===== src/rtl/frame_ram_arbiter.sv =====
// Double-buffered arbiter for the compressed-frame RAM: the display decoder reads the
// front bank with absolute priority, the host uses the back bank, and banks swap on frame end.
module frame_ram_arbiter #(
    parameter int ADDR_W = 16,
    parameter int DATA_W = 32
) (
    input  logic              clk,
    input  logic              rst_n,
    input  logic              disp_rd,
    input  logic [ADDR_W-1:0] disp_address,
    input  logic              disp_frame_end,
    output logic [DATA_W-1:0] disp_readdata,
    input  logic              host_req,
    input  logic              host_we,
    input  logic [ADDR_W-1:0] host_addr,
    input  logic [DATA_W-1:0] host_wdata,
    output logic              host_gnt,
    output logic              host_rvalid,
    output logic [DATA_W-1:0] host_rdata,
    input  logic              host_swap_req,
    output logic              swap_pending,
    output logic              front_bank,
    output logic [ADDR_W:0]   ram_address,
    output logic              ram_write,
    output logic [DATA_W-1:0] ram_writedata,
    input  logic [DATA_W-1:0] ram_readdata
);

    typedef enum logic {
        IDLE,
        PENDING
    } swap_state_t;

    swap_state_t       state_q;
    swap_state_t       next_state;
    logic              disp_rd_d;
    logic              host_rd_d;
    logic [DATA_W-1:0] hold_q;

    always_ff @(posedge clk) begin
        if (!rst_n) begin
            state_q    <= IDLE;
            front_bank <= 1'b0;
        end else begin
            state_q <= next_state;
            if (state_q == PENDING && disp_frame_end)
                front_bank <= ~front_bank;
        end
    end

    // A swap request arriving together with a frame end only queues; it waits a full frame.
    always_comb begin
        next_state = state_q;
        case (state_q)
            IDLE:    if (host_swap_req)  next_state = PENDING;
            PENDING: if (disp_frame_end) next_state = IDLE;
            default: next_state = IDLE;
        endcase
    end

    assign swap_pending = (state_q == PENDING);

    // Host is locked out while a swap is queued so the soon-to-be front bank stays intact.
    always_comb begin
        host_gnt      = 1'b0;
        ram_write     = 1'b0;
        ram_writedata = '0;
        ram_address   = {front_bank, disp_address};
        if (!disp_rd && host_req && !swap_pending) begin
            host_gnt      = 1'b1;
            ram_write     = host_we;
            ram_writedata = host_wdata;
            ram_address   = {~front_bank, host_addr};
        end
    end

    always_ff @(posedge clk) begin
        if (!rst_n) begin
            disp_rd_d <= 1'b0;
            host_rd_d <= 1'b0;
            hold_q    <= '0;
        end else begin
            disp_rd_d <= disp_rd;
            host_rd_d <= host_gnt & ~host_we;
            if (disp_rd_d)
                hold_q <= ram_readdata;
        end
    end

    // The decoder keeps seeing its last word even when the host has used the RAM since.
    assign disp_readdata = disp_rd_d ? ram_readdata : hold_q;
    assign host_rvalid   = host_rd_d;
    assign host_rdata    = host_rd_d ? ram_readdata : '0;

endmodule


===== config.mk =====
export PLATFORM = sky130hd
export DESIGN_NAME = frame_ram_arbiter
export DESIGN_NICKNAME = d
export VERILOG_FILES = /design/src/rtl/frame_ram_arbiter.sv
export SDC_FILE = /design/constraint.sdc
export NUM_CORES = 1
export LEC_CHECK = 0
export BUFFER_PORTS_ARGS = -buffer_cell sky130_fd_sc_hd__buf_2
export CORE_AREA = 2 2 87 89
export DETAILED_ROUTE_END_ITERATION = 12
export DIE_AREA = 0 0 89 91
export GPL_TIMING_DRIVEN = 1
export MAX_ROUTING_LAYER = met4
export PLACE_DENSITY = 0.78
export SLEW_MARGIN = 40
export SYNTH_ARGS = -nofsm -noshare
export SYNTH_HDL_FRONTEND = slang
export SYNTH_SLANG_ARGS = --single-unit

===== constraint.sdc =====
create_clock -name clk -period 3.7 [get_ports clk]
set_clock_uncertainty 0.2 [all_clocks]
set_input_delay 0.37 -clock clk [delete_from_list [all_inputs] [get_ports clk]]
set_output_delay 0.37 -clock clk [all_outputs]
set_load 0.01 [all_outputs]

Word level (Yosys, flattened, before mapping)
Cells that the tools add are included.
{ "totals": {"word_cells": 23, "out_inout_bits": 118, "register_bits": 36, "inputBits": 103} }
{ "op_classes": {"mux": 9, "reduce_logical": 5, "n_bitwise": 4} }
{ "op_table": {"columns": ["op", "count"], "rows": [
  ["$mux W32", 3],
  ["$mux W17", 1],
  ["$mux W1", 4],
  ["$logic_and A1 B1 Y1", 3],
  ["$not A1 Y1", 3],
  ["$logic_not A1 Y1", 2],
  ["$pmux W1 S2", 1],
  ["$and A1 B1 Y1", 1]
]} }

Logic depth before layout (Yosys ltp)
{ "depth": {"ltp_word": 5, "depth_mapped": 4, "mapped_depth_nobuf": 2} }

Worst setup path after synthesis
OpenSTA, ideal clock, no wires.
{ "synth_timing": {"path_type": "register -> output", "startpoint": "reg state_q, in the netlist swap_pending", "endpoint": "out ram_address[10]", "arrival_ns": 1.237, "required_time_ns": 3.130, "path_stages_with_launch": 4, "path_slack_ns": 1.893, "path_buffers": 1, "path_cell_list": "dfxtp_1 nor3b_4 buf_6 mux2_2"} }
{ "synth_via": {"elab_chain_cells": 3} }
{ "synth_lines": {"columns": ["item", "line", "text"], "rows": [
  ["from (decl)", "34", "swap_state_t state_q;"],
  ["from (signal assigned)", "45", "state_q <= next_state;"],
  ["$logic_not A1 Y1", "69", "if (!disp_rd && host_req && !swap_pending) begin"],
  ["$logic_and A1 B1 Y1", "69", null],
  ["$mux W17", "69", null],
  ["to (decl)", "23", "output logic [ADDR_W:0] ram_address,"]
]} }
Every way passes these cells.

Worst setup path in the final report
{ "layout_timing": {"startpoint": "reg state_q, in the netlist swap_pending", "endpoint": "out ram_address[3]"} }
The elaborated chain is that of the path after synthesis.

==> flow_summary.ini <==
[critical_path]
end_kind = output pin
required_ns = 3.13
cp.arrival_ns = 1.79
worst-r2r-cell-count = 3
cp_max_fo = 51
start_kind = flop
crit_type = flop to output pin

[routing]
drt_first_pass_iters = 4
drtIter0Drc = 22
vias = 2171
antenna_left = 0
wl_per_cell_um = 12.0
route.final.wire_length_um = 6250
drc_errors = 0
via_per_inst = 4.17

[clocking]
cts_sinks = 36
ctsRootBufferMaster = clkbuf_8
ctsHoldBuffers = 0
cts_made_buffers = 5
clkSlewWorstSetupHoldPaths_ns = 0.07
htreeDepth = 2
clock_latency_ns = 0.28
cts_tree = done
post_cts_buffers = 0
clockBufferDepth = 2
cts_resized = 0

[logic_synthesis]
syn_inst = 207
syn-num-nets = 310
synth_common_cells = and2_1 (98), mux2_2 (43), dfxtp_1 (36)
synth_area_leaders = dfxtp_1 (35%), and2_1 (30%), mux2_2 (23%)
ys.flop_type = dfxtp_1
ys_warn_count = 0
synth_most_common_cell = and2_1
synth-edff-count = 0
yosys.cell_types.count = 16
ys_ff_latch = 36
synth.avg_cell_area_um2 = 10.0
synth-seq-area-share_pct = 34.8
yosysTopAreaCell = dfxtp_1
async_flop_share_pct = 0
synth_top_area_share_pct = 34.8
netlist_area_um2 = 2070

[pwr]
p_per_area_nw_per_um2 = 304
vdd_drop_max_mv = 0.115
p_leak_nw = 1.90
p_total_w = 0.00101

[global_routing]
grt_pass1_wl_um = 9490
grt_overflow = 0
grt_use_total_pct = 15.2
grt_max_degree = 52
antenna_found_initial = 0
first_global_vias = 2082

[floorplanning]
chipHeight_um = 91
io_pins = 221
core_area_um2 = 7140
fp.dieW_um = 89
start_util_pct = 29.0
dieArea_um2 = 8100
fp-row-count = 31

[sta]
relSlewSlack_pct = 69.0
hold_viol_final = 0
finalWorstSetupSlack_ns = 1.34
whs_ns = 0.0584
rsz0062_at_grt = false
fin_crit_sh_pct = 63.8
period_needed_ns = 2.36
max_freq_ghz = 0.424
fin_setup_tns_ns = 0
finalSetupViolCount = 0
tightest_slew_ns = 0.466
maxSlewViolCount = 0

[final_layout]
synthToLayoutAreaGrowth_pct = 60.5
n_antenna_cell = 0
final_core_util_pct = 46.6
final_nets = 524
drive_gt1_share_pct = 66.6
fill_cells = 757

[place]
place_hpwl_um = 5200
gp_congestion = 0.796
portBuffers = 220
place_ws_ns = 1.49

[status]
status = completed

[hold_path]
hold_path_depth = 2
hp-class = input port to flop

[job]
maxCapViolCount = 0
-- path summary, 6_finish.rpt --
path / from / endpoint / slack [ns]
setup / recovery: swap_pending / ram_address[3] / 1.34
hold / removal: host_we / host_rvalid / 0.06
setup reg to reg: disp_rd_d / hold_q[16] / 2.00
hold reg to reg: hold_q[21] / hold_q[21] / 0.38
-- flip-flops by register name, indices dropped and copies added (netlist names) --
name          flops
disp_rd_d         1
swap_pending      1
hold_q           32
front_bank        1
host_rvalid       1
-- worst max-delay path: stages (launching register included) --
cell	delay (ns)
dfxtp_1	0.38
nor3b_4	0.19
buf_4	0.41
mux2_2	0.38
buf_2	0.14
-- logic make-up after synthesis --
family / after synthesis / share of synthesized area [%]
AND/OR/NAND/NOR: 103 / 31.8
multiplexers: 48 / 27.0
flip-flops: 36 / 34.8
buffers and inverters: 16 / 4.95
AO/OA/AOI/OAI: 3 / 0.967
XOR/XNOR: 1 / 0.423
-- power breakdown --
part | leakage [nW] | switching [W] | total (W) | internal (W)
registers | 0.295 | 0.00000869 | 0.000415 | 0.000406
logic | 1.55 | 0.000114 | 0.000254 | 0.000140
clock network | 0.0541 | 0.000141 | 0.000340 | 0.000199
-- cell type report --
| cell class | instances | area, µm² | share of cell area, % |
|---|---|---|---|
| well taps | 99 | 124 | 3.73 |
| clock inverters | 3 | 42.5 | 1.28 |
| flip-flops and latches | 36 | 722 | 21.7 |
| multi-input cells | 155 | 1250 | 37.5 |
| clock buffers | 5 | 68.8 | 2.07 |
| repair buffers | 222 | 1120 | 33.6 |
| inverters | 1 | 3.75 | 0.113 |
-- cell usage in the layout (no fill, tap or decap), drive strengths merged --
cell type	n
nand3b	1
a21oi	2
xor2	1
clkbuf	5
mux2	48
a21bo	1
and2	98
nor3b	2
dfxtp	36
nand2b	2
buf	222
clkinv	1
bufinv	1
inv	1
clkinvlp	1
-- metal layers --
layer / share of wire, % / GRT usage [%] / vias up
met1: 37 / 15.3 / 944
met5: 0 / - / -
met3: 8.5 / 2.91 / 11
met4: 2.2 / 6.34 / 0
met2: 52 / 27.9 / 127
li1: - / - / 1089
-- stage by stage --
| step | cell area, µm² | instances |
|---|---|---|
| detailed placement | 3210 | 513 |
| finish | 3320 | 521 |
| global placement | 3210 | 513 |
| floorplan | 2070 | 207 |
| global route | 3320 | 521 |
| CTS | 3320 | 521 |
Note: power is estimated with default switching activity, not from simulation.
